<file path="src/rtl/pc_pkg.sv">
// Shared types and helpers for the program-counter sequencer.
package pc_pkg;

    localparam int unsigned PC_W_DEF        = 8;
    localparam int unsigned INSTR_BYTES_DEF = 4;
    localparam int unsigned STACK_DEPTH_DEF = 8;
    localparam int unsigned SP_W            = $clog2(STACK_DEPTH_DEF) + 1;

    typedef enum logic [1:0] {
        ST_RUN   = 2'd0,
        ST_FLUSH = 2'd1,
        ST_HALT  = 2'd2
    } seq_state_e;

    // Clears the sub-instruction offset bits within a pc_w-bit address.
    function automatic logic [31:0] align_mask(input int unsigned pc_w,
                                               input int unsigned instr_bytes);
        logic [31:0] width_mask;
        width_mask = (pc_w >= 32) ? '1 : ((32'd1 << pc_w) - 32'd1);
        return width_mask & ~(32'(instr_bytes) - 32'd1);
    endfunction

endpackage

</file>
<file path="src/rtl/pc_sequencer_return_stack.sv">
// LIFO of return addresses; pushes when full and pops when empty are ignored.
module return_stack #(
    parameter int unsigned DEPTH = 8,
    parameter int unsigned W     = 8
) (
    input  logic         clk_i,
    input  logic         reset_i,
    input  logic         push_i,
    input  logic         pop_i,
    input  logic [W-1:0] din_i,
    output logic [W-1:0] dout_o,
    output logic         full_o,
    output logic         empty_o
);

    localparam int unsigned IDX_W = $clog2(DEPTH);
    localparam int unsigned PTR_W = IDX_W + 1;

    logic [W-1:0]     mem_q [DEPTH];
    logic [PTR_W-1:0] sp_q;

    assign full_o  = (sp_q == PTR_W'(DEPTH));
    assign empty_o = (sp_q == '0);
    assign dout_o  = mem_q[IDX_W'(sp_q - PTR_W'(1))];

    always_ff @(posedge clk_i or posedge reset_i) begin
        if (reset_i) begin
            sp_q <= '0;
            for (int unsigned i = 0; i < DEPTH; i++) begin
                mem_q[i] <= '0;
            end
        end else if (push_i && !full_o) begin
            mem_q[IDX_W'(sp_q)] <= din_i;
            sp_q                <= sp_q + PTR_W'(1);
        end else if (pop_i && !empty_o) begin
            sp_q <= sp_q - PTR_W'(1);
        end
    end

endmodule

</file>
<file path="src/rtl/pc_sequencer.sv">
// PC sequencer: increment / taken-branch load with a one-cycle flush, and halt.
// Optional return stack with call/ret when PC_SEQUENCER_CALL_STACK_EN is defined.
module pc_sequencer
    import pc_pkg::*;
#(
    parameter int unsigned PC_W        = PC_W_DEF,
    parameter int unsigned INSTR_BYTES = INSTR_BYTES_DEF,
    parameter int unsigned STACK_DEPTH = STACK_DEPTH_DEF
) (
    input  logic            clk_i,
    input  logic            reset_i,
    input  logic            instr_valid_i,
    input  logic            is_branch_i,
    input  logic            take_i,
    input  logic [PC_W-1:0] target_i,
    input  logic            stall_i,
    input  logic            halt_req_i,
    output logic [PC_W-1:0] pc_o,
    output logic            flush_o,
    output logic            halted_o
`ifdef PC_SEQUENCER_CALL_STACK_EN
    ,
    input  logic            is_call_i,
    input  logic            is_ret_i,
    output logic            stack_err_o
`endif
);

    localparam logic [PC_W-1:0] ALIGN = PC_W'(align_mask(PC_W, INSTR_BYTES));
    localparam logic [PC_W-1:0] STEP  = PC_W'(INSTR_BYTES);

    seq_state_e      state_q, state_d;
    logic [PC_W-1:0] pc_q, pc_d;
    logic            flush_q, flush_d;
    logic            halted_q, halted_d;
    logic [PC_W-1:0] pc_inc;
    logic [PC_W-1:0] tgt_aligned;

    assign pc_inc      = pc_q + STEP;
    assign tgt_aligned = target_i & ALIGN;

`ifdef PC_SEQUENCER_CALL_STACK_EN
    logic            rs_push, rs_pop, rs_full, rs_empty;
    logic [PC_W-1:0] rs_top;
    logic            err_q, err_d;

    return_stack #(
        .DEPTH (STACK_DEPTH),
        .W     (PC_W)
    ) u_return_stack (
        .clk_i   (clk_i),
        .reset_i (reset_i),
        .push_i  (rs_push),
        .pop_i   (rs_pop),
        .din_i   (pc_inc),
        .dout_o  (rs_top),
        .full_o  (rs_full),
        .empty_o (rs_empty)
    );

    always_ff @(posedge clk_i or posedge reset_i) begin
        if (reset_i) err_q <= 1'b0;
        else         err_q <= err_d;
    end

    assign stack_err_o = err_q;
`endif

    always_ff @(posedge clk_i or posedge reset_i) begin
        if (reset_i) begin
            state_q  <= ST_RUN;
            pc_q     <= '0;
            flush_q  <= 1'b0;
            halted_q <= 1'b0;
        end else begin
            state_q  <= state_d;
            pc_q     <= pc_d;
            flush_q  <= flush_d;
            halted_q <= halted_d;
        end
    end

    always_comb begin
        state_d = state_q;
        pc_d    = pc_q;
`ifdef PC_SEQUENCER_CALL_STACK_EN
        rs_push = 1'b0;
        rs_pop  = 1'b0;
        err_d   = err_q;
`endif
        unique case (state_q)
            ST_RUN: begin
                // Halt outranks stall; a stalled instruction is otherwise not consumed.
                if (instr_valid_i && halt_req_i) begin
                    state_d = ST_HALT;
                end else if (instr_valid_i && !stall_i) begin
`ifdef PC_SEQUENCER_CALL_STACK_EN
                    if (is_call_i) begin
                        rs_push = 1'b1;
                        if (rs_full) err_d = 1'b1;
                        pc_d    = tgt_aligned;
                        state_d = ST_FLUSH;
                    end else if (is_ret_i) begin
                        if (rs_empty) begin
                            err_d = 1'b1;
                            pc_d  = pc_inc;
                        end else begin
                            rs_pop  = 1'b1;
                            pc_d    = rs_top;
                            state_d = ST_FLUSH;
                        end
                    end else
`endif
                    if (is_branch_i && take_i) begin
                        pc_d    = tgt_aligned;
                        state_d = ST_FLUSH;
                    end else begin
                        pc_d = pc_inc;
                    end
                end
            end
            ST_FLUSH: state_d = ST_RUN;
            ST_HALT:  state_d = ST_HALT;
            default:  state_d = ST_RUN;
        endcase
        flush_d  = (state_d == ST_FLUSH);
        halted_d = (state_d == ST_HALT);
    end

    assign pc_o     = pc_q;
    assign flush_o  = flush_q;
    assign halted_o = halted_q;

endmodule
</file>
<file path="config.mk">
export PLATFORM = sky130hd
export DESIGN_NAME = pc_sequencer
export DESIGN_NICKNAME = d
export VERILOG_FILES = /design/src/rtl/pc_pkg.sv /design/src/rtl/pc_sequencer_return_stack.sv /design/src/rtl/pc_sequencer.sv
export SDC_FILE = /design/constraint.sdc
export NUM_CORES = 1
export LEC_CHECK = 0
export ABC_AREA = 1
export CAP_MARGIN = 10
export CORE_ASPECT_RATIO = 1.2
export CORE_MARGIN = 4
export CORE_UTILIZATION = 36
export CTS_CLUSTER_DIAMETER = 40
export DETAILED_ROUTE_END_ITERATION = 7
export PLACE_DENSITY = 0.82
export SLEW_MARGIN = 25
export SYNTH_ARGS = -nofsm -noshare
export SYNTH_HDL_FRONTEND = slang
export SYNTH_SLANG_ARGS = --single-unit
</file>
<file path="constraint.sdc">
create_clock -name clk_i -period 1.1 [get_ports clk_i]
set_input_delay 0.165 -clock clk_i [delete_from_list [all_inputs] [get_ports clk_i]]
set_output_delay 0.165 -clock clk_i [all_outputs]
set_load 0.1 [all_outputs]
</file>
Word level (Yosys, flattened, before mapping)
Index checks and enable logic that the tools add are counted.
{ "word_totals": {"latchBits": 0, "mem_bits_rw": 0, "n_memories": 0, "mem_bits_ro": 0, "ff_bits": 12} }
{ "classes": {"n_mux": 5, "bitwise_logic": 1, "eq_ne": 3, "div": 0, "n_addsub": 1, "reduce_logical": 6, "n_shift": 0, "magnitude_cmp": 0, "n_mul": 0} }
{ "ops": {"columns": ["op", "n"], "rows": [
  ["8-bit by 3-bit adder with 8-bit output, second input constant", 1],
  ["8-bit two-way mux", 1],
  ["2-bit two-way mux", 3],
  ["2-bit == test, second input constant", 2],
  ["2-bit one-hot mux with 2 select lines", 1],
  ["1-bit logical AND", 3],
  ["3-bit AND reduction", 1],
  ["2-bit by 1-bit == test with 1-bit output, second input constant", 1],
  ["2-bit logical NOT", 1],
  ["1-bit logical NOT", 1],
  ["1-bit inverter", 1]
]} }

Logic depth before layout (Yosys ltp)
Gate-level depths: netlist of run 1.
{ "logic_depth": {"depth_word": 6, "mapped_depth": 6, "mapped_depth_nobuf": 6} }

Least setup slack after synthesis of run 1
Ideal clock, no wire load.
{ "synth_timing": {"kind": "register to register", "from": "register pc_q[3], in the netlist pc_o[3]", "to": "register pc_q[6], in the netlist pc_o[6]", "setup_time_ns": 0.120, "setup_slack_ns": -0.692, "arrival_time_ns": 1.672, "t_required_ns": 0.980, "stages_incl_launch_ff": 7, "period_less_slack_ns": 1.792, "path_cell_list": "dfrtp_1 ha_1 nand3_1 xor2_1 nand2_1 nand2_1 nand2_1"} }
{ "synth_between": {"elab_chain_cells": 2} }
{ "synth_rtl": {"columns": ["element", "line_no", "rtl"], "rows": [
  ["start, declared", "pc_sequencer.sv:33", "logic [PC_W-1:0] pc_q, pc_d;"],
  ["start signal, assigned", "pc_sequencer.sv:77", "pc_q <= pc_d;"],
  ["8-bit by 3-bit adder with 8-bit output", "pc_sequencer.sv:39", "assign pc_inc = pc_q + STEP;"],
  ["8-bit two-way mux", "pc_sequencer.sv:114", "if (is_branch_i && take_i) begin"]
]} }
No other way between the ends.
A chain may end at the register's enable or synchronous reset.

Worst setup path after layout of run 1
{ "layout_timing": {"from": "register pc_q[2], in the netlist pc_o[2]", "to": "register pc_q[4], in the netlist pc_o[4]"} }
The elaborated chain is that of the path after synthesis.

==> flow_results.org, run 1 <==
** Status
- The run finished, with violations left.
- The checks that failed: negative setup slack.

** Placed design
- Including well taps, the total number of placed cells is ~120.
- Port Buffers :: 20
- Global placer's final weighted congestion :: approximately 0.82
- Detailed placement finished with a half-perimeter wire length of a little over 1000 um.

** Layout
- From synthesis to final layout, the design area changed by 82.6%.
- Of the cells placed in the final design, the portion with a size suffix greater than 1 is between 30% and 40%.
- Leaving out fill and tap cells, the most frequent cell in the layout is nand2_1.
- Combined flip-flop and latch cell area :: between 200 and 300 um2
- The net count of the finished layout is 126.
- Count of non-filler cells in the finished layout :: ~130
- Summing all multi-input logic gate instances after layout gives about 300 um2.
- Fill cells in the final layout number between 100 and 150.
- The number of antenna diodes in the final layout is 0.
- Most frequent cells in the layout :: nand2_1, clkdlybuf4s50_1, nor2_1

** Clock tree
- For the worst-skew pair, the clock arrives at the later sink with an insertion delay of 270 ps.
- CTS tree :: yes
- Count of clock tree sinks :: 10
- Root buffer cell :: clkbuf_4
- Clock Path Buffers :: 2
- TritonCTS created 3 clock buffers.
- Clock-pin slew was measured on the worst setup and hold paths at about 70 ps.
- In this run the number of H-tree levels came out at 1.

** Yosys
- Cell count after synthesis :: 75
- Summing every instance area after synthesis gives ~570 um2.
- Counting flops and latches in the post-synthesis netlist gives 10.
- Number of unique standard cell types used by synthesis :: 15
- Ys Warns :: 0
- Averaged over all synthesized cells, the footprint is around 7.6 um2.
- Sequential area share after synthesis :: 44.2%

** STA
- The worst path in the final design needs a cycle of 1330 ps, including I/O delays and setup.
- Slack of the critical path :: -228 ps
- Final worst path period share :: 121%
- Hold timing on the final database bottoms out at a slack of about 170 ps.
- Setup repair after global routing missed its margin :: yes
- The number of max-slew violations in the final report came to 0.
- Setup violation total in the final timing report :: 10
- The final hold violation count was 0.
- For the final database, setup skew stands at about 13 ps.
- Timing would allow up to 0.753 GHz.

** Floorplanning
- Overall die area :: about 2300 um2
- In this run the standard cell core region covers between 1000 and 1500 um2.
- Standard-cell rows :: 15
- Floorplan die height :: about 51 um
- Horiz. Die Dim :: 44.2 um
- Initial cell density of the core :: between 30% and 40%
- 25 I/O pins were placed.

** Drt
- Antenna Nets Post-Route :: 0
- Routed wire length :: 1330 um
- Via count of the routed design :: 575
- In the final routed layout, each cell accounts on average for roughly 11 um.
- DRT Pass-1 Iters :: 4
- Number of DRC violations after detailed routing :: 0
- Dividing the detail-routed via count by the number of cells gives around 4.6.
- Detailed Route Iter0 Violations :: 3

** Setup path
- Data required time at the worst endpoint :: 1260 ps
- In this run the register-to-register setup slack is -230 ps.
- Start point of the critical path :: pc_o[2]$_DFFE_PP0P_
- CP Launch Type :: register
- Grouping stages by cell kind, the critical path spends the most delay in flip-flops.
- STA classifies the critical path endpoint as a register.
- Worst path bufs/invs :: 1
- In this design, the stage delay of the slowest critical-path cell is around 500 ps.
- Of all nets on the critical path, the largest fanout is 3.
- Counting stages on the worst path, the most repeated cell is nand2_1.
- The slowest stage of the critical path is the dfrtp_4 cell.
- List of cells traversed by the critical path :: buf_6, ha_4, or2_4, nand3_2, nand2_1, nand2_1, nand2_1
- The startpoint identified for the worst register-to-register timing path is pc_o[2]$_DFFE_PP0P_.
- Arrival time worst endpoint :: around 1500 ps
- CP Class :: reg2reg

** Hold path
- The path class of the tightest hold or removal check is in2async.

** GRT
- The number of antenna violations at the first check in global routing came to 0.
- Number of global-route vias before repair :: between 500 and 600
- Remaining Overflow, GRT :: 0
- Entering global routing, the biggest net connects 12 pins.
- The first global-routing pass estimated ~2200 um of wire.
- For this run, the total global-route usage over all layers was measured as between 10% and 20%.

** Run
- Max-cap violations in this run came to 0.

** Pwr
- Leakage power :: between 0.4 and 0.5 nW
- Power spread over the standard cell area amounts to 1810 nW/um2.
- Maximum VDD drop :: between 1 and 1.5 mV
- Total power for the finished layout comes to 1.87 mW.
-- area by class of cell --
cell class,instances,area share [%]
Inverter,5,2.06
Tap cell,17,2.06
Sequential cell,10,26.1
Timing Repair Buffer,33,38.3
Multi-Input combinational cell,57,28.9
Clock buffer,4,2.54
-- per-layer routing --
layer	global-route usage (%)	share of wire, %	vias to the layer above	wire [um]
li1	-	-	298	-
met1	15.4	39	248	522
met2	22.3	49	24	644
met3	3.87	9.3	5	124
met4	9.05	2.6	0	35
met5	0	0	-	0
-- cell usage after synthesis, drive strengths merged --
cell type   n  area (um2)
or2         1        6.26
dfrtp      10         250
xor2        2        17.5
ha          1        12.5
a21oi       1        8.76
nand2      28         105
nand3       8        40.0
conb        1        3.75
inv         5        18.8
buf         4        37.5
nor2       11        41.3
nor3b       1        12.5
o21ai       1        5.00
o21bai      1        7.51
-- power by group --
| part | total, mW | switching [mW] | internal, mW |
|---|---|---|---|
| Combinational | 1.06 | 0.605 | 0.457 |
| Clock | 0.273 | 0.133 | 0.140 |
| Sequential | 0.534 | 0.0857 | 0.449 |
-- per-stage QoR --
step | setup slack, ps | setup TNS (ps) | area [um2] | utilization, %
2_1_floorplan | -241 | -725 | 611 | -
3_3_place_gp | -297 | -1880 | 950 | 64.9
3_5_place_dp | -355 | -2190 | 950 | 64.9
4_1_cts | -215 | -1090 | 1020 | 69.7
5_1_grt | -275 | -1620 | 1030 | 70.7
6_report | -228 | -1110 | 1030 | 70.7
-- flip-flops by register name, indices dropped and copies added, names as in the netlist --
name      count
halted_o      1
flush_o       1
pc_o          6
state_q       2
-- cell families after synthesis --
kind of cell	Yosys count	synth area share [%]
other	1	0.662
buffers and inverters	9	9.93
AOI/OAI and AO/OA	3	3.75
xor gates and xnor gates	2	3.09
and+or+nand+nor	49	36.2
DFF	10	44.2
adders and majority gates	1	2.21
-- timing repair --
action / CTS / global route
gates resized for setup: 7 / 4
pin swaps: 4 / 5
endpoints found under the setup margin: 11 / 11
hold buffers: 0 / 0
setup buffers: 3 / 0
endpoints found under the hold margin: 0 / 0
-- path summary, 6_finish.rpt --
check / to / cells past startpoint
max in group asynchronous: pc_o[3]$_DFFE_PP0P_ / 2
min reg2reg: halted_o$_DFF_PP0_ / 2
max: pc_o[4]$_DFFE_PP0P_ / 7
min: pc_o[5]$_DFFE_PP0P_ / 2
max reg2reg: pc_o[4]$_DFFE_PP0P_ / 7
min in group clk_i: halted_o$_DFF_PP0_ / 2
-- worst register-to-register path, cell delays in order (launching register included) --
cell and delay, ps:
dfrtp_4 500, buf_6 130, ha_4 150, or2_4 220
nand3_2 50, nand2_1 60, nand2_1 60, nand2_1 40
Power figures use the tool's default switching activity.
==> run 2, diff against run 1 <==
--- a/config.mk
+++ b/config.mk
@@ -13,7 +13,6 @@
 export CTS_CLUSTER_DIAMETER = 40
 export DETAILED_ROUTE_END_ITERATION = 7
 export PLACE_DENSITY = 0.82
-export SLEW_MARGIN = 25
 export SYNTH_ARGS = -nofsm -noshare
 export SYNTH_HDL_FRONTEND = slang
 export SYNTH_SLANG_ARGS = --single-unit
==> results of run 2 <==
No change in the layout: final DEF, timing and power equal those of run 1.
==> run 3, diff against run 2 <==
--- a/config.mk
+++ b/config.mk
@@ -7,9 +7,11 @@
 export LEC_CHECK = 0
 export ABC_AREA = 1
 export CAP_MARGIN = 10
+export CELL_PAD_IN_SITES_DETAIL_PLACEMENT = 1
+export CELL_PAD_IN_SITES_GLOBAL_PLACEMENT = 1
 export CORE_ASPECT_RATIO = 1.2
 export CORE_MARGIN = 4
-export CORE_UTILIZATION = 36
+export CORE_UTILIZATION = 25
 export CTS_CLUSTER_DIAMETER = 40
 export DETAILED_ROUTE_END_ITERATION = 7
 export PLACE_DENSITY = 0.82
==> run 3 against run 2 <==
  * The flow still finishes with violations (negative setup slack)
  * Non-clock buffer count up 5
  * Global-route usage up 0.69 points
  * Design area up 10%
  * Die area up 36%
  * Largest power group unchanged
==> flow_results.org, run 3 (synthesized netlist as in run 1, its figures left out) <==
** GRT
- The pin count of the biggest net entering global routing is 11 (was 12).
- Number of global-route vias before repair :: 721 (was 538)
- Global-route wire length before repair :: 3190 um (was 2250 um)
- Initial antenna violation count :: 0 (unchanged)
- Overall global routing resource usage :: 14.5% (was 13.8%)
- The sum of overflow across all layers after global routing came to 0 (unchanged).

** Status
- Failing checks: negative setup slack (unchanged).
- Status: complete, but fails checks (unchanged).

** Setup path
- The most frequent cell on the critical path was buf_6 (was nand2_1).
- CP Launch Type :: register (unchanged)
- Family with the most delay on the worst path :: flip-flops (unchanged)
- Worst R2R Setup Slack :: -190 ps (was -230 ps)
- Data required time at the worst endpoint :: 940 ps (was 1260 ps)
- List of cells traversed by the critical path :: buf_6, buf_6, buf_12 (was buf_6, ha_4, or2_4, nand3_2, nand2_1, nand2_1, nand2_1)
- Number of cells on the worst reg-to-reg path :: 7 (unchanged)
- CP Max Fanout :: 2 (was 3)
- Slowest stage cell on the critical path :: dfrtp_4 (unchanged)
- Arrival time worst endpoint :: 1170 ps (was 1480 ps)
- The endpoint of the worst register-to-register path was pc_o[5]$_DFFE_PP0P_ (was pc_o[4]$_DFFE_PP0P_).
- The critical path capture point type was a primary output (was register).
- Delay of the slowest critical-path stage :: 500 ps (about the same)
- The buffering stage count on the worst path with inverters included was 3 (was 1).
- Worst reg2reg path startpoint :: pc_o[2]$_DFFE_PP0P_ (unchanged)
- The cell depth of the worst setup path is 3 (was 7).
- CP Class :: reg2out (was reg2reg)

** STA
- Final sum of negative setup slack :: -1150 ps (was -1110 ps)
- The post-layout worst setup margin was -232 ps (was -228 ps).
- The final hold violation count was 0 (unchanged).
- The highest achievable clock rate was 0.751 GHz (was 0.753 GHz).
- Number of max-slew violations in the final report :: 0 (unchanged)
- Fin crit period :: 1330 ps (about the same)
- Clock Skews :: 10.4 ps (was 13.2 ps)
- Setup repair after global routing missed its margin :: yes (unchanged)
- The part of the cycle the worst path needs came to 121% (about the same).
- Setup violation total in the final timing report :: 10 (unchanged)

** Drt
- The routed wirelength normalized by instance count came to 13.6 um (was 10.5 um).
- Detailed Route Iter0 Violations :: 8 (was 3)
- The number of optimization iterations in the first detailed-route pass is 3 (was 4).
- The total DRC errors in the routed layout is 0 (unchanged).
- Routed wire length :: 1980 um (was 1330 um)
- Via density per instance :: 4.41 (was 4.56)
- Antenna Nets Post-Route :: 0 (unchanged)
- The via total after detailed routing was 640 (was 575).

** Floorplanning
- The number of cell rows is 18 (was 15).
- The die outline area was 3100 um2 (was 2280 um2).
- Floorplan die height :: 60.2 um (was 51.5 um)
- Core Footprint :: 2120 um2 (was 1460 um2)
- The effective utilization at floorplan was 26.8% (was 38.7%).
- I/O pin count :: 25 (unchanged)
- Horiz. Die Dim :: 51.5 um (was 44.2 um)

** Layout
- Most frequent cells in the layout :: nand2_1, clkdlybuf4s50_1, nor2_1, buf_4 (was nand2_1, clkdlybuf4s50_1, nor2_1)
- The antenna cell count was 0 (unchanged).
- The number of nets in the layout came to 132 (was 126).
- The area taken by flip-flops and latches was 270 um2 (unchanged).
- Most frequent standard cell in the layout excluding fill and tap cells :: nand2_1 (unchanged)
- The share of the core filled with cells in the final layout was 53.9% (was 70.7%).
- The number of flip-flops under the largest register name was 6 (unchanged).
- The number of filler instances in the final layout is 255 (was 111).
- Fraction of final layout cells with drive strength greater than 1 :: 47.0% (was 36.7%)
- Area occupied by multi-input gates :: 338 um2 (was 299 um2)
- The layout overhead on the synthesized area is 101% (was 82.6%).
- Area of all placed cells without fillers :: 1140 um2 (was 1030 um2)

** Clock tree
- Count of clock tree sinks :: 10 (unchanged)
- Reg clk slew, reported paths :: 80 ps (was 70 ps)
- Clock Path Buffers :: 2 (unchanged)
- Root buffer cell :: clkbuf_4 (unchanged)
- The clock network latency to the later pin of the worst-skew pair was 270 ps (about the same).
- The H-tree level count came to 1 (unchanged).
- CTS tree :: yes (unchanged)
- Hold buffers post-CTS :: 0 (unchanged)
- The clock buffer count from CTS is 3 (unchanged).

** Pwr
- The power density normalized to cell area is 1770 nW/um2 (was 1810 nW/um2).
- The worst supply voltage drop on vdd was 1.24 mV (was 1.01 mV).
- Leakage power :: 0.523 nW (was 0.493 nW)

** Run
- # Max-Cap Violations :: 0 (unchanged)

** Placed design
- The count of input and output buffers was 20 (unchanged).
- Global placer's final weighted congestion :: 0.812 (was 0.822)
- Placed Instance Area :: 966 um2 (was 950 um2)
- The half-perimeter wire length after placement is 1340 um (was 1020 um).

** Hold path
- The worst min-delay path category was in2async (unchanged).
-- run 3: worst max-delay path by stage --
stage / from / end / slack, ps
floorplan: pc_o[3]$_DFFE_PP0P_ / pc_o[4]$_DFFE_PP0P_ / -240
global placement: instr_valid_i / pc_o[2]$_DFFE_PP0P_ / -330
detailed placement: instr_valid_i / pc_o[2]$_DFFE_PP0P_ / -390
CTS: pc_o[2]$_DFFE_PP0P_ / pc_o[2] / -240
global route: pc_o[2]$_DFFE_PP0P_ / pc_o[5]$_DFFE_PP0P_ / -270
finish: pc_o[2]$_DFFE_PP0P_ / pc_o[2] / -230
-- run 3: layout make-up --
class / instances / share of cell area (%)
Timing Repair Buffer: 38 / 39.0
Multi-Input combinational cell: 58 / 29.6
Sequential cell: 10 / 23.7
Tap cell: 30 / 3.29
Clock buffer: 4 / 2.30
Inverter: 5 / 2.08
-- run 3: metal layers --
| metal | track usage, % | part of all wire [%] | vias up |
|---|---|---|---|
| met3 | 3.24 | 3.4 | 4 |
| met2 | 26.5 | 56 | 19 |
| li1 | - | - | 307 |
| met5 | 0 | 0 | - |
| met4 | 9.36 | 1.6 | 0 |
| met1 | 14.6 | 39 | 310 |
-- run 3: repair_timing --
action                                  CTS  global route
buffers inserted                          7             1
pin swaps                                 6            15
endpoints found under the setup margin   11            12
resized for setup                        12            15
cloned                                    1             0
-- run 3: power breakdown --
group / leakage [nW] / internal (mW) / switching, mW
Clock: 0.0150 / 0.141 / 0.139
Sequential: 0.114 / 0.448 / 0.0748
Combinational: 0.394 / 0.530 / 0.692
Total: 0.523 / 1.12 / 0.906
-- run 3: through the flow --
step | power [mW] | hold WS [ps] | setup slack (ps) | std cells
3_3_place_gp | 1.51 | 470 | -326 | 132
6_report | 2.02 | 174 | -232 | 145
2_1_floorplan | 1.10 | 5.21 | -241 | 76
5_1_grt | 2.12 | 217 | -266 | 145
4_1_cts | 1.96 | 193 | -240 | 144
3_5_place_dp | 1.53 | 487 | -393 | 132
